$ cat config.mk
export PLATFORM = sky130hd
export DESIGN_NAME = spi_master
export DESIGN_NICKNAME = d
export VERILOG_FILES = /design/src/rtl/spi_master.sv
export SDC_FILE = /design/constraint.sdc
export NUM_CORES = 1
export LEC_CHECK = 0
export BUFFER_PORTS_ARGS = -buffer_cell sky130_fd_sc_hd__buf_2
export CORE_AREA = 2 2 58 60
export DETAILED_ROUTE_END_ITERATION = 10
export DIE_AREA = 0 0 60 62
export GPL_TIMING_DRIVEN = 0
export PLACE_DENSITY_LB_ADDON = 0.25
export SYNTH_ARGS = -nofsm -noshare
export SYNTH_HDL_FRONTEND = slang
export SYNTH_SLANG_ARGS = --single-unit
$ cat constraint.sdc
create_clock -name clk -period 2.1 [get_ports clk]
set_input_delay 0.42 -clock clk [delete_from_list [all_inputs] [get_ports clk]]
set_output_delay 0.42 -clock clk [all_outputs]
set_load 0.1 [all_outputs]
$ cat src/rtl/spi_master.sv
// spi_master: byte-framed SPI master, mode 0 (CPOL=0, CPHA=0), full duplex.
// Shifts one byte out on MOSI while it shifts one byte in from MISO. Bytes
// stream back-to-back for as long as CS_n_i stays low and rdy is high.
// SCK half-period is CLK_DIV system clock cycles.
//
// Compile-time option:
//   SPI_LSB_FIRST_EN  - when defined, LSB first in both directions;
//                       when undefined (default), MSB first.
module spi_master #(
  parameter int CLK_DIV = 2
) (
  input  logic       clk,
  input  logic       rst,
  input  logic [7:0] MOSI_data,
  input  logic       CS_n_i,
  input  logic       rdy,
  output logic [7:0] MISO_data,
  output logic       loadData,
  input  logic       MISO,
  output logic       MOSI,
  output logic       SCK,
  output logic       CS_n
);

  // Half-period counter runs from 0 to CLK_DIV-1.
  localparam int DIV_W = (CLK_DIV > 1) ? $clog2(CLK_DIV) : 1;
  localparam logic [DIV_W-1:0] DIV_LAST = DIV_W'(CLK_DIV - 1);

  typedef enum logic [1:0] {
    ST_IDLE  = 2'd0,
    ST_SHIFT = 2'd1,
    ST_WAIT  = 2'd2,
    ST_TRAIL = 2'd3
  } state_t;

  // Bit-order helpers: the only place where the shift direction differs.
`ifdef SPI_LSB_FIRST_EN
  function automatic logic lead_bit(input logic [7:0] b);
    return b[0];
  endfunction

  function automatic logic [7:0] tx_shift(input logic [7:0] b);
    return {1'b0, b[7:1]};
  endfunction

  function automatic logic [7:0] rx_shift(input logic [7:0] b, input logic bit_in);
    return {bit_in, b[7:1]};
  endfunction
`else
  function automatic logic lead_bit(input logic [7:0] b);
    return b[7];
  endfunction

  function automatic logic [7:0] tx_shift(input logic [7:0] b);
    return {b[6:0], 1'b0};
  endfunction

  function automatic logic [7:0] rx_shift(input logic [7:0] b, input logic bit_in);
    return {b[6:0], bit_in};
  endfunction
`endif

  state_t           state_reg;
  logic [DIV_W-1:0] div_cnt_reg;
  logic [2:0]       bit_cnt_reg;
  logic [7:0]       tx_reg;
  logic [7:0]       rx_reg;
  logic [7:0]       miso_data_reg;
  logic             load_data_reg;
  logic             mosi_reg;
  logic             sck_reg;
  logic             cs_n_reg;

  logic load_req;
  logic div_last;

  // A byte may be captured whenever the request is active and data is valid.
  assign load_req = !CS_n_i && rdy;
  assign div_last = (div_cnt_reg == DIV_LAST);

  // Frame sequencer: SCK generation, both shifters and all serial outputs.
  always_ff @(posedge clk) begin
    if (rst) begin
      state_reg     <= ST_IDLE;
      div_cnt_reg   <= '0;
      bit_cnt_reg   <= '0;
      tx_reg        <= '0;
      rx_reg        <= '0;
      miso_data_reg <= '0;
      load_data_reg <= 1'b0;
      mosi_reg      <= 1'b1;
      sck_reg       <= 1'b0;
      cs_n_reg      <= 1'b1;
    end else begin
      // loadData is a single-cycle strobe; only a load cycle raises it.
      load_data_reg <= 1'b0;

      case (state_reg)
        ST_IDLE: begin
          div_cnt_reg <= '0;
          bit_cnt_reg <= '0;
          if (load_req) begin
            // Select the slave and present the first bit on the load edge.
            tx_reg        <= MOSI_data;
            mosi_reg      <= lead_bit(MOSI_data);
            load_data_reg <= 1'b1;
            cs_n_reg      <= 1'b0;
            state_reg     <= ST_SHIFT;
          end
        end

        ST_SHIFT: begin
          if (div_last) begin
            div_cnt_reg <= '0;
            if (!sck_reg) begin
              // Rising SCK: slave data is sampled here (mode 0).
              sck_reg <= 1'b1;
              rx_reg  <= rx_shift(rx_reg, MISO);
            end else begin
              // Falling SCK: either advance MOSI or close the byte.
              sck_reg <= 1'b0;
              if (bit_cnt_reg == 3'd7) begin
                bit_cnt_reg   <= '0;
                miso_data_reg <= rx_reg;
                if (load_req) begin
                  // Back-to-back byte with no SCK gap.
                  tx_reg        <= MOSI_data;
                  mosi_reg      <= lead_bit(MOSI_data);
                  load_data_reg <= 1'b1;
                end else if (!CS_n_i) begin
                  // Keep the slave selected and MOSI steady until data arrives.
                  state_reg <= ST_WAIT;
                end else begin
                  state_reg <= ST_TRAIL;
                end
              end else begin
                bit_cnt_reg <= bit_cnt_reg + 3'd1;
                tx_reg      <= tx_shift(tx_reg);
                mosi_reg    <= lead_bit(tx_shift(tx_reg));
              end
            end
          end else begin
            div_cnt_reg <= div_cnt_reg + 1'b1;
          end
        end

        ST_WAIT: begin
          div_cnt_reg <= '0;
          if (CS_n_i) begin
            state_reg <= ST_TRAIL;
          end else if (rdy) begin
            tx_reg        <= MOSI_data;
            mosi_reg      <= lead_bit(MOSI_data);
            load_data_reg <= 1'b1;
            bit_cnt_reg   <= '0;
            state_reg     <= ST_SHIFT;
          end
        end

        ST_TRAIL: begin
          // Hold CS_n low for one half-period after the last SCK fall.
          if (div_last) begin
            div_cnt_reg <= '0;
            cs_n_reg    <= 1'b1;
            mosi_reg    <= 1'b1;
            state_reg   <= ST_IDLE;
          end else begin
            div_cnt_reg <= div_cnt_reg + 1'b1;
          end
        end

        default: begin
          state_reg <= ST_IDLE;
        end
      endcase
    end
  end

  assign MISO_data = miso_data_reg;
  assign loadData  = load_data_reg;
  assign MOSI      = mosi_reg;
  assign SCK       = sck_reg;
  assign CS_n      = cs_n_reg;

endmodule

# == After elaboration in Yosys (flattened, before gate mapping) ==
# Index checks and enable logic that the tools add are counted.
# W data, S select, Z words.
# word_totals
regBits,34
latch_bits,0
mem_bits_rw,0
romBits,0
inputBits,13
output_inout_bits,12
mem_count,0
# op_classes
addsub,2
multipliers,0
div,0
order_cmp,0
eq_ne,13
shift,0
muxes,43
n_bitwise,1
n_reduce_logical,14
# op_table
op,n
$mux W8,6
$pmux W8 S3,1
$mux W1,17
$mux W2,8
$ne A2 B2 Y1 const B,8
$mux W3,5
$reduce_and A5 Y1,2
$pmux W3 S3,1
$pmux W2 S4,1
$reduce_and A7 Y1,1
$reduce_and A3 Y1,2
$eq A2 B2 Y1 const B,2
$pmux W1 S2,2
$pmux W1 S4,1
$reduce_and A4 Y1,1
$reduce_or A2 Y1,2
$add A3 B1 Y3 const B,1
$eq A3 B3 Y1 const B,1
$ne A3 B3 Y1 const B,1
$pmux W1 S3,1
$reduce_bool A3 Y1,1
$eq A2 B1 Y1 const B,1
$logic_not A2 Y1,1
$reduce_and A2 Y1,1
other kinds (5),5

# == Depth between registers and ports, before layout ==
# Gate-level depths: netlist of the first run.
# depth
depth_word,7
mapped_depth,7
mapped_depth_nobuf,6

# == Worst setup path after synthesis of the first run ==
# Ideal clock, no wire load.
# synth_path
kind,reg-to-reg
from,"reg sck_reg, in the netlist SCK"
to,reg tx_reg[1]
setup_time_ps,91
arrival_time_ps,1940
path_slack_ps,69
stages_incl_launch_ff,5
path_buffers,0
period_less_slack_ps,2031
path_cell_list,dfxtp_1 nand2_2 a221oi_4 nor2_1 a311oi_1
# synth_between
elab_chain_cells,2
# synth_lines
element,line_no,rtl
start: declaration,71,logic sck_reg;
start signal: assignment,92,sck_reg <= 1'b0;
start signal: assignment,117,sck_reg <= 1'b1;
start signal: assignment,121,sck_reg <= 1'b0;
$ne A2 B2 Y1 (no source line),--,
$reduce_and A5 Y1 (no source line),--,
end signal: assignment,104,tx_reg <= MOSI_data;
end signal: assignment,127,tx_reg <= MOSI_data;
end signal: assignment,138,tx_reg <= tx_shift(tx_reg);
end: declaration,66,logic [7:0] tx_reg;
# No other way between the ends.
# A chain may end at the register's enable or synchronous reset.

# == Final worst setup path of the first run ==
# layout_path
from,reg state_reg[0]
to,reg tx_reg[1]
# layout_between
elab_chain_cells,3
word_cells_on_any_way,10
cone_classes,eq/ne (6); mux (1); reduce/logical (3)
# layout_lines
element,line_no,rtl
start: declaration,63,state_t state_reg;
start signal: assignment,84,state_reg <= ST_IDLE;
start signal: assignment,108,state_reg <= ST_SHIFT;
start signal: assignment,132,state_reg <= ST_WAIT;
$eq A2 B2 Y1 (tied with other cells),98,case (state_reg)
$ne A2 B2 Y1 (no source line) / $reduce_bool A3 Y1 (equally long branches),--,
$reduce_and A5 Y1 (no source line),--,
# Parallel ways exist; a longest one is shown, timed or not.

==> results of run 1 <==
-- worst max-delay path: cells and delay by family (launching register included) --
kind | cells | cell delay (ps)
and+or+nand+nor | 1 | 50
adders and majority gates | 1 | 290
buffers and inverters | 3 | 570
AOI/OAI and AO/OA | 2 | 480
DFF | 1 | 470
-- kinds of logic after synthesis --
logic type / synth area share
AND/OR/NAND/NOR: 0.1736
AO/OA/AOI/OAI: 0.2608
flip-flops: 0.3934
buffers and inverters: 0.04694
multiplexers: 0.06558
adder cells (fa/ha/maj): 0.05961
-- cells in the mapped netlist (3+ instances only) --
master	instances
ha_1	8
nor2b_1	3
inv_1	6
nand3_1	5
mux2i_1	11
a311oi_1	6
clkbuf_1	3
buf_2	3
a21oi_1	23
nor2_1	14
o21a_1	3
a22o_1	9
a211o_1	3
nand2_1	27
dfxtp_1	33
a31oi_1	3
-- final timing paths --
check               startpoint           end  slack (ps)  cells past startpoint
hold / removal    MOSI_data[0]     tx_reg[0]         320                      2
hold reg to reg   MISO_data[3]  MISO_data[3]         460                      2
setup / recovery  state_reg[0]     tx_reg[1]         140                      7
setup reg to reg  state_reg[0]     tx_reg[1]         140                      7
-- layer usage --
layer / global-route usage / wire length [um] / part of all wire
met4: 0.05714 / 31 / 0.0084
met2: 0.3540 / 1879 / 0.51
met3: 0.07453 / 151 / 0.041
met1: 0.2709 / 1637 / 0.44
met5: 0 / 0 / 0
-- cell type report --
type                            instances  area [sq um]  area share
Tap cell                               46         57.56     0.02964
Timing Repair Buffer                   25         127.6     0.06572
Clock buffer                            5         37.54     0.01933
Multi-Input combinational cell        141         942.2      0.4852
Clock inverter                          2         35.03     0.01804
Buffer                                 10         58.81     0.03028
Inverter                                6         22.52     0.01160
Sequential cell                        33         660.6      0.3402
-- what timing repair did --
item	in CTS	in global routing
endpoints found under the setup margin	0	8
setup buffers	0	1
resized for setup	0	4
-- report_power, final --
group	internal, uW	leakage, uW	total, uW	switching [uW]
clock network	242	0.0000410	456	213
logic	346	0.000524	944	598
registers	705	0.000268	781	76.3
-- stage by stage --
step           setup WS [ps]  hold slack (ps)  power, uW
3_3_place_gp           80.67            441.4       1669
4_1_cts                6.299            317.8       2153
5_1_grt               -38.56            301.4       2317
3_5_place_dp           24.30            446.9       1696
6_report               143.5            322.3       2181
2_1_floorplan          68.58            431.6       1510
==> out/results.ini, run 1 <==
[outcome]
status = completed

[sta]
finClkSkew_ps = 7.446
fin_crit_sh = 0.9317
final_max_slew_viol_count = 0
setup_tns_ps = 0
max_freq_mhz = 511.1
setup_violations = 0
worst_slew_pin_slew_ps = 487.5
period_minus_slack_ps = 1957
finalHoldViolations = 0
slew_headroom = 0.6773

[grt]
grt-ovfl-total = 0
grt_pass1_wl_um = 5920
grt_pass1_vias = 1289
antenna_found_initial = 0
grt_max_degree = 11
grt_usage = 0.2155

[worst_setup_path]
endpoint_kind = flip-flop
crit_arrival_ps = 2200
crit_chain = inv_1 -> ha_1 -> clkbuf_2 -> a221oi_4 -> buf_4 -> nor2_1 -> a311oi_1
path_class = reg -> reg
crit_path_max_incr_delay_ps = 470
slowest_stage = dfxtp_1
critPathMaxFanout = 10
startpoint_type = flip-flop
required_ps = 2340

[layout]
layout_common_cells = dfxtp_1 (33), nand2_1 (27), buf_2 (27), a21oi_1 (23), nor2_1 (13)
design_area_sq_mm = 0.001942
drive_above_1_share = 0.2252
finalNonFillerCells = 268
final_common_cell = dfxtp_1
syn_to_final_growth_pct = 15.65
fillers = 284
utilization = 0.6108
antenna_cells = 0
final_nets = 243

[yosys]
syn_avg_cell_area_sq_um = 8.837
async_reset_ff_frac = 0
synthCells = 190
synth_nets = 211
syn_area_sq_mm = 0.001679
ys_types = 41
synth_edf_count = 0
synth_top_area_frac = 0.3934
ys_seq_elements = 33
ys.flop_type = dfxtp_1
yosys_warnings = 0
synth_area_leaders = dfxtp_1 (39%), a21oi_1 (6.9%), mux2i_1 (6.6%)
synth_top_cell_by_area = dfxtp_1
yosysSeqAreaShare = 0.3934

[clocking]
clkSinkCount = 33
htree_levels = 2
hold_buffers = 0
cts_tree = yes
numCtsBuffers = 5
clock_latency_ps = 330
cts_root_buf = clkbuf_4
cts.path.max_buffers = 2
clk_pin_slew_ps = 110

[floorplan]
fp.dieH_um = 62
start_util = 0.5281
rows = 21
dieArea_sq_mm = 0.003720
fp.coreArea_sq_mm = 0.003179
fp.dieW_um = 60
ios = 25

[power_and_ir_drop]
irDropWorstVdd_uv = 470.7
total_leakage_power_uw = 0.0008329
pwr_density_cell_mw_per_mm2 = 1123

[place]
portBuffers = 24
dpl_cell_area_sq_mm = 0.001857
gp_congestion = 0.8748
post-place-cells = 260
dp_hpwl_um = 2708

[drt]
firstDrtPassIters = 4
vias_per_cell = 5.649
detail-route-antenna-nets = 0
post-route-drc-count = 0
route.vias.total = 1514
drt_iter0_markers = 108
wl_um = 3700
wl_per_cell_um = 13.81

[flow_run]
cap_violations = 0

[min_path]
hold_class = in -> reg

Note: power is estimated with default switching activity, not from simulation.
==> run 2, diff against run 1 <==
- ABC_AREA: unset -> 1
- BUFFER_PORTS_ARGS: -buffer_cell sky130_fd_sc_hd__buf_2 -> unset
- CORE_AREA: 2 2 58 60 -> 2 2 60 62
- DIE_AREA: 0 0 60 62 -> 0 0 62 64
- DONT_BUFFER_PORTS: unset -> 1
==> out/results.ini, run 2 <==
[worst_setup_path]
path_class = reg -> reg
slowest_stage = dfxtp_1
critPathMaxFanout = 10
startpoint_type = flip-flop
crit_chain = inv_1 -> ha_1 -> buf_2 -> nand2_2 -> nand2_2 -> nor2_8 -> o21ai_1 -> nor2_1 -> nor2_1
crit_path_start = state_reg[1]
reg2reg_from = state_reg[1]
required_ps = 2350
crit_path_max_incr_delay_ps = 460
endpoint_kind = flip-flop
crit_arrival_ps = 2050

[layout]
final_common_cell = nand2_1
syn_to_final_growth_pct = 6.465
design_area_sq_mm = 0.001937
fillers = 339
utilization = 0.5897
drive_above_1_share = 0.1168
antenna_cells = 0
final_nets = 295
layout_common_cells = nand2_1 (56), nor2_1 (51), dfxtp_1 (32), o21ai_0 (25), nand3_1 (24)

[sta]
finalHoldViolations = 0
period_minus_slack_ps = 1799
fin_crit_sh = 0.8567
holdWs_ps = 231.0
setup_slack_ps = 300.9
setup_violations = 0
final_max_slew_viol_count = 0
setup_tns_ps = 0
grt_setup_unrepaired = false
slew_headroom = 0.3193
max_freq_mhz = 555.8
worst_slew_pin_slew_ps = 1020
finClkSkew_ps = 13.13

[power_and_ir_drop]
p_sw_uw = 968.0
total_leakage_power_uw = 0.0009429
pwr-share-seq = 0.422
combPwrFrac = 0.403
pwr_density_cell_mw_per_mm2 = 1123
p_int_uw = 1208
pwr-share-clk = 0.175
power.share.switching = 0.4450
irDropWorstVdd_uv = 506.7

[min_path]
hold_class = in -> reg
worstHoldStart = MISO

[floorplan]
rows = 21
start_util = 0.5539
dieArea_sq_mm = 0.003968
fp.dieW_um = 62
fp.coreArea_sq_mm = 0.003284
ios = 25
fp.dieH_um = 64

[yosys]
synth_edf_count = 0
synthCells = 267
ys_types = 24
yosysSeqAreaShare = 0.3631
synth_top_family_by_area = simple AND/OR/NAND/NOR gates
synthAdderAreaFrac = 0.05502
synth.most_common_cell = nand2_1
yosys_warnings = 0
muxShareOfSynthArea = 0
ys_seq_elements = 33
synth_compound_area_frac = 0.1307
synthTopCellsByCount = nand2_1 (56), nor2_1 (51), dfxtp_1 (33), o21ai_0 (25), nand3_1 (24)
async_reset_ff_frac = 0
synth_top_area_frac = 0.3631
syn_avg_cell_area_sq_um = 6.814
synth_top_cell_by_area = dfxtp_1
syn_area_sq_mm = 0.001819
synth-xor-area-share = 0
synth_nets = 288
synth-simple-area-share = 0.3762
ys.flop_type = dfxtp_1
synth_area_leaders = dfxtp_1 (36%), nand2_1 (12%), nor2_1 (11%)

[place]
place_ws_ps = 25.84
dpl_cell_area_sq_mm = 0.001877
gp_congestion = 0.8383
portBuffers = 0
dp_hpwl_um = 2890

[outcome]
status = completed

[clocking]
clkSinkCount = 33
cts.path.max_buffers = 2
htree_levels = 2
numCtsBuffers = 5
clock_latency_ps = 340
clk_pin_slew_ps = 110
cts_setup_buffers = 0
cts_tree = yes
hold_buffers = 0
cts_root_buf = clkbuf_4

[drt]
wl_per_cell_um = 12.53
route.vias.total = 1697
firstDrtPassIters = 4
vias_per_cell = 5.303
drt_iter0_markers = 136
post-route-drc-count = 0
wl_um = 4010
detail-route-antenna-nets = 0

[grt]
grt_max_degree = 11
grt_pass1_vias = 1565
antenna_found_initial = 0
grt-ovfl-total = 0
grt_pass1_wl_um = 6775
grt_usage = 0.2277

[flow_run]
cap_violations = 0

[run 2: cell type report]
cell class	count	area (sq um)	area share
Clock inverter	1	7.507	0.003876
Multi-Input combinational cell	201	1022	0.5278
Buffer	6	35.03	0.01809
Sequential cell	33	661.9	0.3417
Tap cell	46	57.56	0.02972
Clock buffer	6	51.30	0.02649
Inverter	27	101.3	0.05233
[run 2: final timing paths]
| path | endpoint | slack [ps] | cells past startpoint |
|---|---|---|---|
| max | tx_reg[6] | 300 | 9 |
| min | rx_reg[0] | 230 | 2 |
| max reg2reg | tx_reg[6] | 300 | 9 |
| min reg2reg | bit_cnt_reg[1] | 480 | 2 |
[run 2: layer usage]
metal	wire length, um	part of all wire	track usage	vias up
met4	35	0.0087	0.07979	0
met2	1881	0.47	0.3620	55
met1	1785	0.45	0.2746	765
met5	0	0	0	-
met3	307	0.077	0.08502	4
li1	-	-	-	873
[run 2: critical path, delay by kind of cell, from the launching register on]
| family | cells | cell delay, ps |
|---|---|---|
| simple gates | 5 | 610 |
| flops | 1 | 460 |
| buf+inv | 2 | 330 |
| fa+ha+maj | 1 | 220 |
| compound gates | 1 | 90 |
[run 2: cell families after synthesis]
family                   Yosys count
adder cells (fa/ha/maj)            8
AND/OR/NAND/NOR                  147
flip-flops                        33
AO/OA/AOI/OAI                     46
buffers and inverters             33
[run 2: power groups by stage]
stage / combinational, uW / sequential (uW) / clock (uW)
after detailed placement: 864 / 931 / 0
after CTS: 868 / 916 / 385
final: 876 / 918 / 382
after global routing: 1000 / 930 / 419
after global placement: 856 / 927 / 0
after floorplan: 717 / 910 / 0
[run 2: repair_timing]
item                                    CTS  global route
gates resized for setup                   0             1
endpoints found under the setup margin    0             9
hold endpoints to repair                  0             0
[run 2: through the flow]
step	total power, uW	cells
after floorplan	1627	267
after global placement	1783	313
after detailed placement	1796	313
after CTS	2169	320
after global routing	2354	320
final	2176	320
